[config.mk]
export PLATFORM = sky130hd
export DESIGN_NAME = alu_packet_engine
export DESIGN_NICKNAME = d
export VERILOG_FILES = /design/src/rtl/alu_packet_engine.sv
export SDC_FILE = /design/constraint.sdc
export NUM_CORES = 2
export LEC_CHECK = 0
export CAP_MARGIN = 20
export CORE_MARGIN = 3
export CORE_UTILIZATION = 55
export DETAILED_ROUTE_END_ITERATION = 12
export GPL_ROUTABILITY_DRIVEN = 1
export GPL_TIMING_DRIVEN = 0
export PLACE_DENSITY = 0.78
export RECOVER_POWER = 50
export SLEW_MARGIN = 5
export SYNTH_ARGS = -nofsm -noshare
export SYNTH_HDL_FRONTEND = slang
export SYNTH_SLANG_ARGS = --single-unit
[constraint.sdc]
create_clock -name clk_i -period 7.5 [get_ports clk_i]
set_input_delay 1.5 -clock clk_i [delete_from_list [all_inputs] [get_ports clk_i]]
set_output_delay 1.5 -clock clk_i [all_outputs]
set_load 0.05 [all_outputs]
[src/rtl/alu_packet_engine.sv]
// Packet responder: parses {opcode, 0x00, len_lo, len_hi} headers from the RX byte
// stream and answers with echoed payload or a 32-bit ADD/MUL/DIV result, LSB first.
module alu_packet_engine #(
  parameter logic [7:0] OPCODE_ECHO = 8'hEC,
  parameter logic [7:0] OPCODE_ADD  = 8'hAD,
  parameter logic [7:0] OPCODE_MUL  = 8'h88,
  parameter logic [7:0] OPCODE_DIV  = 8'hD1
) (
  input  logic       clk_i,
  input  logic       rst_i,
  input  logic [7:0] rx_data_i,
  input  logic       rx_valid_i,
  output logic       rx_ready_o,
  output logic [7:0] tx_data_o,
  output logic       tx_valid_o,
  input  logic       tx_ready_i,
  output logic       busy_o,
  output logic       error_o
);

  typedef enum logic [3:0] {
    S_HDR0, S_HDR1, S_HDR2, S_HDR3, S_ECHO, S_OPND, S_DIVRUN, S_DIVFIX, S_RESULT, S_DRAIN
  } state_t;

  state_t      state_q, state_d;
  logic [7:0]  op_q, op_d;
  logic [7:0]  len_lo_q, len_lo_d;
  logic [15:0] cnt_q, cnt_d;
  logic [1:0]  byte_idx_q, byte_idx_d;
  logic [23:0] word_q, word_d;
  logic [1:0]  word_cnt_q, word_cnt_d;
  logic [31:0] acc_q, acc_d;
  logic [31:0] dvsr_q, dvsr_d;
  logic [31:0] rem_q, rem_d;
  logic        neg_q, neg_d;
  logic        dvz_q, dvz_d;
  logic [4:0]  div_cnt_q, div_cnt_d;
  logic [1:0]  res_idx_q, res_idx_d;
  logic [7:0]  echo_data_q, echo_data_d;
  logic        echo_full_q, echo_full_d;

  logic        rx_fire, tx_fire, is_math, last_word;
  logic [15:0] len_full, pay_cnt;
  logic [31:0] word_full, dd_fin, dv_fin, dd_mag, dv_mag;
  logic [32:0] rem_sh, diff;

  always_comb begin
    case (state_q)
      S_HDR0, S_HDR1, S_HDR2, S_HDR3, S_OPND, S_DRAIN: rx_ready_o = 1'b1;
      S_ECHO:  rx_ready_o = !echo_full_q;
      default: rx_ready_o = 1'b0;
    endcase
  end

  assign tx_valid_o = (state_q == S_RESULT) || echo_full_q;
  assign tx_data_o  = (state_q == S_RESULT) ? acc_q[{res_idx_q, 3'b000} +: 8] : echo_data_q;
  assign busy_o     = (state_q != S_HDR0);
  assign rx_fire    = rx_valid_i && rx_ready_o;
  assign tx_fire    = tx_valid_o && tx_ready_i;

  assign is_math   = (op_q == OPCODE_ADD) || (op_q == OPCODE_MUL) || (op_q == OPCODE_DIV);
  assign len_full  = {rx_data_i, len_lo_q};
  assign pay_cnt   = (len_full >= 16'd4) ? len_full - 16'd4 : 16'd0;
  assign word_full = {rx_data_i, word_q};
  assign last_word = (byte_idx_q == 2'd3);

  // Operands as they stand once the final payload byte lands, so the divider can load directly.
  assign dd_fin = (last_word && word_cnt_q == 2'd0) ? word_full : acc_q;
  assign dv_fin = (last_word && word_cnt_q == 2'd1) ? word_full : dvsr_q;
  assign dd_mag = dd_fin[31] ? -dd_fin : dd_fin;
  assign dv_mag = dv_fin[31] ? -dv_fin : dv_fin;

  assign rem_sh = {rem_q, acc_q[31]};
  assign diff   = rem_sh - {1'b0, dvsr_q};

  // NOTE: every signal driven here gets a default first, so no path can infer a latch.
  always_comb begin
    state_d     = state_q;
    op_d        = op_q;
    len_lo_d    = len_lo_q;
    cnt_d       = cnt_q;
    byte_idx_d  = byte_idx_q;
    word_d      = word_q;
    word_cnt_d  = word_cnt_q;
    acc_d       = acc_q;
    dvsr_d      = dvsr_q;
    rem_d       = rem_q;
    neg_d       = neg_q;
    dvz_d       = dvz_q;
    div_cnt_d   = div_cnt_q;
    res_idx_d   = res_idx_q;
    echo_data_d = echo_data_q;
    echo_full_d = echo_full_q;
    error_o     = 1'b0;
    case (state_q)
      S_HDR0: if (rx_fire) begin
        op_d    = rx_data_i;
        state_d = S_HDR1;
      end
      S_HDR1: if (rx_fire) state_d = S_HDR2;
      S_HDR2: if (rx_fire) begin
        len_lo_d = rx_data_i;
        state_d  = S_HDR3;
      end
      S_HDR3: if (rx_fire) begin
        cnt_d      = pay_cnt;
        byte_idx_d = 2'd0;
        word_cnt_d = 2'd0;
        res_idx_d  = 2'd0;
        acc_d      = (op_q == OPCODE_MUL) ? 32'd1 : 32'd0;
        dvsr_d     = 32'd0;
        if (op_q == OPCODE_ECHO) begin
          state_d = (pay_cnt == 16'd0) ? S_HDR0 : S_ECHO;
        end else if (is_math) begin
          state_d = (pay_cnt == 16'd0) ? S_RESULT : S_OPND;
        end else begin
          error_o = 1'b1;
          state_d = (pay_cnt == 16'd0) ? S_HDR0 : S_DRAIN;
        end
      end
      S_ECHO: begin
        if (rx_fire) begin
          echo_data_d = rx_data_i;
          echo_full_d = 1'b1;
          cnt_d       = cnt_q - 16'd1;
        end
        if (tx_fire) begin
          echo_full_d = 1'b0;
          if (cnt_q == 16'd0) state_d = S_HDR0;
        end
      end
      S_OPND: if (rx_fire) begin
        cnt_d      = cnt_q - 16'd1;
        byte_idx_d = byte_idx_q + 2'd1;
        word_d     = word_full[31:8];
        if (last_word) begin
          if (word_cnt_q != 2'd2) word_cnt_d = word_cnt_q + 2'd1;
          if (op_q == OPCODE_ADD)      acc_d = acc_q + word_full;
          else if (op_q == OPCODE_MUL) acc_d = acc_q * word_full;
          else if (word_cnt_q == 2'd0) acc_d = word_full;
          else if (word_cnt_q == 2'd1) dvsr_d = word_full;
        end
        if (cnt_q == 16'd1) begin
          if (op_q == OPCODE_DIV) begin
            acc_d     = dd_mag;
            dvsr_d    = dv_mag;
            rem_d     = 32'd0;
            neg_d     = dd_fin[31] ^ dv_fin[31];
            dvz_d     = (dv_fin == 32'd0);
            div_cnt_d = 5'd0;
            state_d   = S_DIVRUN;
          end else begin
            state_d = S_RESULT;
          end
        end
      end
      // Restoring divide: acc_q shifts out dividend bits and shifts in quotient bits.
      S_DIVRUN: begin
        if (!diff[32]) begin
          rem_d = diff[31:0];
          acc_d = {acc_q[30:0], 1'b1};
        end else begin
          rem_d = rem_sh[31:0];
          acc_d = {acc_q[30:0], 1'b0};
        end
        div_cnt_d = div_cnt_q + 5'd1;
        if (div_cnt_q == 5'd31) state_d = S_DIVFIX;
      end
      S_DIVFIX: begin
        if (dvz_q)      acc_d = 32'hFFFF_FFFF;
        else if (neg_q) acc_d = -acc_q;
        res_idx_d = 2'd0;
        state_d   = S_RESULT;
      end
      S_RESULT: if (tx_fire) begin
        res_idx_d = res_idx_q + 2'd1;
        if (res_idx_q == 2'd3) state_d = S_HDR0;
      end
      S_DRAIN: if (rx_fire) begin
        cnt_d = cnt_q - 16'd1;
        if (cnt_q == 16'd1) state_d = S_HDR0;
      end
      default: state_d = S_HDR0;
    endcase
  end

  // NOTE: reset is synchronous here; registers use <= so all update together at the edge.
  always_ff @(posedge clk_i) begin
    if (rst_i) begin
      state_q     <= S_HDR0;
      op_q        <= 8'd0;
      len_lo_q    <= 8'd0;
      cnt_q       <= 16'd0;
      byte_idx_q  <= 2'd0;
      word_q      <= 24'd0;
      word_cnt_q  <= 2'd0;
      acc_q       <= 32'd0;
      dvsr_q      <= 32'd0;
      rem_q       <= 32'd0;
      neg_q       <= 1'b0;
      dvz_q       <= 1'b0;
      div_cnt_q   <= 5'd0;
      res_idx_q   <= 2'd0;
      echo_data_q <= 8'd0;
      echo_full_q <= 1'b0;
    end else begin
      state_q     <= state_d;
      op_q        <= op_d;
      len_lo_q    <= len_lo_d;
      cnt_q       <= cnt_d;
      byte_idx_q  <= byte_idx_d;
      word_q      <= word_d;
      word_cnt_q  <= word_cnt_d;
      acc_q       <= acc_d;
      dvsr_q      <= dvsr_d;
      rem_q       <= rem_d;
      neg_q       <= neg_d;
      dvz_q       <= dvz_d;
      div_cnt_q   <= div_cnt_d;
      res_idx_q   <= res_idx_d;
      echo_data_q <= echo_data_d;
      echo_full_q <= echo_full_d;
    end
  end

endmodule
# After elaboration in Yosys (flattened, before gate mapping)
# Cells that the tools add are included.
[word_totals]
elab_cells = 180
in_bits = 12
reg_bits = 178
out_inout_bits = 12
[classes]
add_sub_neg = 11
eq_ne = 37
reduce_logical = 35
n_mul = 1
muxes = 77
n_bitwise = 1
n_lt_le_gt_ge = 1
shift = 1
[ops]
columns = ["op", "n"]
rows = [
  ["$mux 32", 27],
  ["$pmux 32 s2", 2],
  ["$pmux 32 s4", 1],
  ["$neg 32->32", 3],
  ["$mux 4", 18],
  ["$mux 16", 3],
  ["$pmux 4 s10", 1],
  ["$sub 33x32->33", 1],
  ["$add 32x32->32", 1],
  ["$eq 8x8->1 const B", 4],
  ["$logic_not 16->1", 2],
  ["$logic_not 32->1", 1],
  ["$mul 32x32->32", 1],
  ["$ne 2x2->1 const B", 16],
  ["$pmux 16 s2", 1],
  ["$shiftx 32x6->8", 1],
  ["$eq 16x1->1 const B", 1],
  ["$eq 4x3->1 const B", 4],
  ["$ge 16x3->1 const B", 1],
  ["$sub 16x1->16 const B", 1],
  ["$sub 16x3->16 const B", 1],
  ["$mux 5", 3],
  ["$reduce_and 13->1", 1],
  ["$mux 2", 6],
  ["32 further kinds", 63],
]

# Logic depth before layout (Yosys ltp)
[logic_depth]
ltp_word = 10
mapped_depth = 29

# Worst setup path before layout
# No wires, ideal clock.
[synth_path]
kind = "input port to flip-flop"
from = "input rx_data_i[0]"
to = "register acc_q[28]"
slack_ns = 0.129
path_stages = 24
required_time_ns = 7.385
t_arrival_ns = 7.256
cell_sequence = "clkbuf_1 -> clkbuf_1 -> nand2_1 -> fa_1 -> inv_1 -> ha_1 -> inv_1 -> fa_1 -> inv_1 -> ha_1 -> fa_1 -> fa_1 -> fa_1 -> fa_1 -> ha_1 -> clkbuf_1 -> nand2_1 -> a221oi_1 -> a211oi_1 -> a21boi_1 -> mux2_2 -> a21oi_1 -> nor4_1 -> a2111oi_0"
[synth_between]
elab_chain_cells = 8
[synth_rtl]
columns = ["item", "line", "source"]
rows = [
  ["start: declaration", "11", "input logic [7:0] rx_data_i,"],
  ["$mul 32x32->32", "139", "else if (op_q == OPCODE_MUL) acc_d = acc_q * word_full;"],
  ["$mux 32", "139", ""],
  ["$mux 32", "138", "if (op_q == OPCODE_ADD) acc_d = acc_q + word_full;"],
  ["$mux 32", "136", "if (last_word) begin"],
  ["$mux 32", "144", "if (op_q == OPCODE_DIV) begin"],
  ["$mux 32 (*)", "143", "if (cnt_q == 16'd1) begin"],
  ["$mux 32 (*)", "132", "S_OPND: if (rx_fire) begin"],
  ["$pmux 32 s4 (*)", "95", "case (state_q)"],
  ["end signal: assignment", "197", "acc_q <= 32'd0;"],
  ["end signal: assignment", "214", "acc_q <= acc_d;"],
  ["end: declaration", "32", "logic [31:0] acc_q, acc_d;"],
]
# Every way passes the cells marked *; elsewhere a longest branch is shown, timed or not. The select of a mux whose other input is x is not followed.
# A chain may end at the register's enable or synchronous reset.

# Worst setup path after layout
[layout_path]
from = "register acc_q[16]"
to = "register acc_q[29]"
[layout_between]
elab_chain_cells = 8
[layout_rtl]
columns = ["item", "line"]
rows = [
  ["$mul 32x32->32", "139"],
  ["$mux 32", "139"],
  ["$mux 32", "138"],
  ["$mux 32", "136"],
  ["$mux 32", "144"],
  ["$mux 32", "143"],
  ["$mux 32", "132"],
  ["$pmux 32 s4 (*)", "95"],
]
# Marks and branches as above.

==> impl_metrics.prom <==
# TYPE chip_impl_metric gauge
chip_impl_metric{name="worst_clock_skew",unit="ns"} 0.02039
chip_impl_metric{name="grt_first_pass_wirelength",unit="um"} 217300
chip_impl_metric{name="max-slew-margin-rel",unit="%"} 13.98
chip_impl_info{name="critPathLaunchType",value="flip-flop"} 1
chip_impl_info{name="grt_setup_unrepaired",value="yes"} 1
chip_impl_info{name="failed_checks",value="negative setup slack"} 1
chip_impl_metric{name="total_power",unit="mW"} 4.464
chip_impl_metric{name="final.min_clock_period",unit="ns"} 7.523
chip_impl_metric{name="drtPass1Iterations",unit=""} 9
chip_impl_info{name="critPathCaptureType",value="flip-flop"} 1
chip_impl_metric{name="power.density",unit="nW/um^2"} 120.1
chip_impl_metric{name="final_nets",unit=""} 4921
chip_impl_metric{name="post_synth_instance_area",unit="um^2"} 33070
chip_impl_metric{name="yosysWarningCount",unit=""} 0
chip_impl_info{name="crit_path_top_delay_cell",value="fa_2"} 1
chip_impl_metric{name="worst_ep_required_time",unit="ns"} 7.90
chip_impl_metric{name="drt_drc_violations_left",unit=""} 0
chip_impl_metric{name="grt_pass1_vias",unit=""} 32390
chip_impl_metric{name="cts_num_sinks",unit=""} 178
chip_impl_metric{name="ant_nets",unit=""} 0
chip_impl_metric{name="numPortBuffers",unit=""} 21
chip_impl_info{name="crit_path_frequent_cell",value="fa_1"} 1
chip_impl_metric{name="detailed_route_wire_length",unit="um"} 151300
chip_impl_metric{name="num_rows",unit=""} 89
chip_impl_metric{name="netlist.area_leader.share",unit="%"} 24.82
chip_impl_metric{name="final_util",unit="%"} 62.73
chip_impl_metric{name="cts.reportedPaths.clkPinSlew",unit="ns"} 0.08
chip_impl_metric{name="synth.yosys.seq_area_share",unit="%"} 10.78
chip_impl_metric{name="detail_route.iter0.violations",unit=""} 4922
chip_impl_info{name="hold_path.class",value="reg -> reg"} 1
chip_impl_metric{name="maxClockFrequency",unit="MHz"} 132.9
chip_impl_metric{name="cap_viol_max_count",unit=""} 0
chip_impl_metric{name="post_synth_inst_count",unit=""} 4219
chip_impl_metric{name="grt_start_max_net_pins",unit=""} 21
chip_impl_metric{name="die_area",unit="um^2"} 63110
chip_impl_info{name="worst-setup-path-type",value="reg -> reg"} 1
chip_impl_metric{name="worst_ep_arrival_time",unit="ns"} 7.92
chip_impl_metric{name="gr-total-overflow",unit=""} 0
chip_impl_metric{name="async_reset_ff_share",unit="%"} 0
chip_impl_metric{name="dr_total_vias",unit=""} 33860
chip_impl_metric{name="sum_of_buffers_and_inverters_on_the_critical_path",unit=""} 4
chip_impl_metric{name="synthToLayoutAreaGrowth",unit="%"} 12.38
chip_impl_metric{name="irDropWorstVdd",unit="V"} 0.0002103
chip_impl_metric{name="synth.net_count",unit=""} 4842
chip_impl_metric{name="wl_per_cell",unit="um"} 29.74
chip_impl_metric{name="hpwl",unit="um"} 116700
chip_impl_metric{name="synthDistinctLibCells",unit=""} 91
chip_impl_metric{name="die-height",unit="um"} 251.2
chip_impl_info{name="run_status",value="finished, violations left"} 1
chip_impl_info{name="ys_top_cells_by_area",value="fa_1, dfxtp_1, ha_1, nand2_1, and2_1"} 1
chip_impl_metric{name="ys_seq_elements",unit=""} 178
chip_impl_metric{name="htreeDepth",unit=""} 4
chip_impl_info{name="crit_path_cell_trace",value="clkbuf_16 -> buf_8 -> and2_1 -> fa_1 -> fa_1 -> fa_1 -> inv_1 -> fa_1 -> inv_1 -> fa_1 -> fa_1 -> fa_1 -> fa_2 -> ha_4 -> a21o_1 -> a2111oi_4 -> nor4b_2 -> a21oi_1 -> o211ai_1 -> a21oi_2 -> xor2_2 -> a21oi_2 -> a211o_1"} 1
chip_impl_info{name="synth_ff_type",value="dfxtp_1"} 1
chip_impl_metric{name="p_leak",unit="nW"} 16.30
chip_impl_metric{name="clock_path_buffers",unit=""} 2
chip_impl_metric{name="total_cts_buffers",unit=""} 17
chip_impl_info{name="clock_tree.root_cell",value="clkbuf_16"} 1
chip_impl_metric{name="gp_congestion",unit=""} 1.064
chip_impl_metric{name="initial_utilization",unit="%"} 55.82
chip_impl_metric{name="final.setup.worst_slack",unit="ns"} -0.02251
chip_impl_info{name="synth_top_cell_by_area",value="fa_1"} 1
chip_impl_metric{name="slowest_delay",unit="ns"} 0.59
chip_impl_info{name="tritoncts",value="built"} 1
chip_impl_metric{name="synth.avg_cell_area",unit="um^2"} 7.838
chip_impl_metric{name="drt-vias-per-instance",unit=""} 6.654
chip_impl_info{name="category_of_cells_accounting_for_the_largest_share_of_critical_path_delay",value="adder cells"} 1
chip_impl_metric{name="clk_latency",unit="ns"} 0.52
chip_impl_metric{name="die_x",unit="um"} 251.2
chip_impl_metric{name="coreArea",unit="um^2"} 59240
chip_impl_metric{name="tot_gr_track_use",unit="%"} 47.28
chip_impl_metric{name="num_io_pins",unit=""} 24
chip_impl_metric{name="initial_antenna_violation_count",unit=""} 12
chip_impl_metric{name="worst-path-max-fanout",unit=""} 13
chip_impl_metric{name="fin_crit_sh",unit="%"} 100.3
chip_impl_metric{name="number_of_enable_flip_flop_cells_after_synthesis",unit=""} 0
chip_impl_metric{name="timing_hold_violations_final",unit=""} 0
chip_impl_metric{name="tightest_slew",unit="ns"} 1.290
chip_impl_metric{name="setup_viol",unit=""} 1
chip_impl_metric{name="layout-drive-gt1-share",unit="%"} 9.627
chip_impl_metric{name="slew_viol_final",unit=""} 0
flip-flops by register name, indices dropped and copies added, names as in the netlist:
signal / flops
dvz_q: 1
rem_q: 32
byte_idx_q: 2
acc_q: 32
state_q: 4
echo_full_q: 1
op_q: 8
len_lo_q: 8
word_cnt_q: 2
cnt_q: 16
neg_q: 1
word_q: 24
div_cnt_q: 5
res_idx_q: 2
dvsr_q: 32
echo_data_q: 8
routing by layer:
metal / routed length, um / track usage (%) / vias to the layer above / share of wire (%)
li1: - / - / 14230 / -
met1: 55830 / 60.48 / 16400 / 37
met2: 60480 / 66.45 / 2609 / 40
met3: 23510 / 19.87 / 611 / 16
met4: 11430 / 28.36 / 10 / 7.6
met5: 72 / 0 / - / 0.048
placed cells by master (no fill, tap or decap), types with 70 or more instances in the layout:
cell / n
nand2_1: 541
inv_1: 439
fa_1: 395
and2_1: 307
nor2_1: 258
a21oi_1: 238
ha_1: 185
o21ai_0: 161
dfxtp_1: 146
mux2i_1: 132
clkbuf_1: 131
xnor2_1: 111
nor3_1: 87
buf_4: 70
synth_stat cells (17+ instances only):
library cell / instances
and2_1: 313
or3_1: 30
nand4_1: 23
a22oi_1: 24
nor2_1: 262
clkbuf_1: 271
inv_1: 446
xor2_1: 65
nor3_1: 88
o21ai_0: 163
a21oi_1: 244
o21ai_1: 60
nand2_1: 542
a31oi_1: 40
o31ai_1: 19
xnor2_1: 119
buf_2: 21
a21o_1: 26
fa_1: 410
dfxtp_1: 178
mux2i_1: 133
nor2b_1: 21
o211ai_1: 58
nand2b_1: 30
o21a_1: 17
nand3_1: 67
a211oi_1: 51
ha_1: 201
logic make-up after synthesis:
group	Yosys count	synth area share, %
simple gates	1471	21.68
xor+xnor	184	4.873
flops	178	10.78
mux	146	4.741
compound gates	872	16.77
buf+inv	757	8.740
fa+ha+maj	611	32.42
what timing repair did:
action	CTS	global route
pin swaps	44	87
setup buffers	20	41
gates cloned	0	1
hold endpoints to repair	0	0
gates resized for setup	508	198
setup endpoints to repair	21	13
hold buffers	0	0
worst min-delay path: cells and delay by family, from the launching register on:
family	cells	cell delay, ns
and+or+nand+nor	1	0.05
AOI/OAI and AO/OA	1	0.05
DFF	1	0.33
report_power, final:
group	internal (mW)	leakage (nW)	switching, mW	total, mW
combinational	0.828	14.5	1.56	2.39
sequential	1.00	1.46	0.0744	1.08
clock	0.463	0.299	0.536	0.999
stage by stage:
step | hold slack (ns) | cells | cell area [um^2] | setup WS [ns] | setup TNS (ns)
CTS | 0.4772 | 5058 | 36680 | -0.1643 | -0.1643
global route | 0.4963 | 5085 | 37160 | -0.1296 | -0.2882
finish | 0.4716 | 5088 | 37160 | -0.02251 | -0.02251
floorplan | 0.4426 | 4219 | 33070 | 0.1294 | 0
detailed placement | 0.4651 | 5018 | 34320 | -2.918 | -30.49
global placement | 0.4566 | 5013 | 34250 | -2.879 | -31.05
path summary, 6_finish.rpt:
| kind | from | depth (start not counted) | slack, ns | endpoint |
|---|---|---|---|---|
| min | rem_q[10]$_SDFFE_PP0P_ | 2 | 0.47 | rem_q[10]$_SDFFE_PP0P_ |
| max reg2reg | acc_q[16]$_SDFFE_PP0P_ | 23 | -0.02 | acc_q[29]$_SDFFE_PP0P_ |
| max | acc_q[16]$_SDFFE_PP0P_ | 23 | -0.02 | acc_q[29]$_SDFFE_PP0P_ |
| min reg2reg | rem_q[10]$_SDFFE_PP0P_ | 2 | 0.47 | rem_q[10]$_SDFFE_PP0P_ |
area by class of cell:
| class | instances | area [um^2] |
|---|---|---|
| plain buffers | 284 | 2354 |
| well taps | 773 | 967.2 |
| fillers | 5160 | 22080 |
| repair buffers | 86 | 732.0 |
| inverters | 447 | 1683 |
| clock buffers | 18 | 439.2 |
| diodes | 4 | 10.01 |
| clock inverters | 14 | 182.7 |
| multi-input cells | 3284 | 27140 |
| flip-flops and latches | 178 | 3659 |
(Power assumes the default switching activity.)
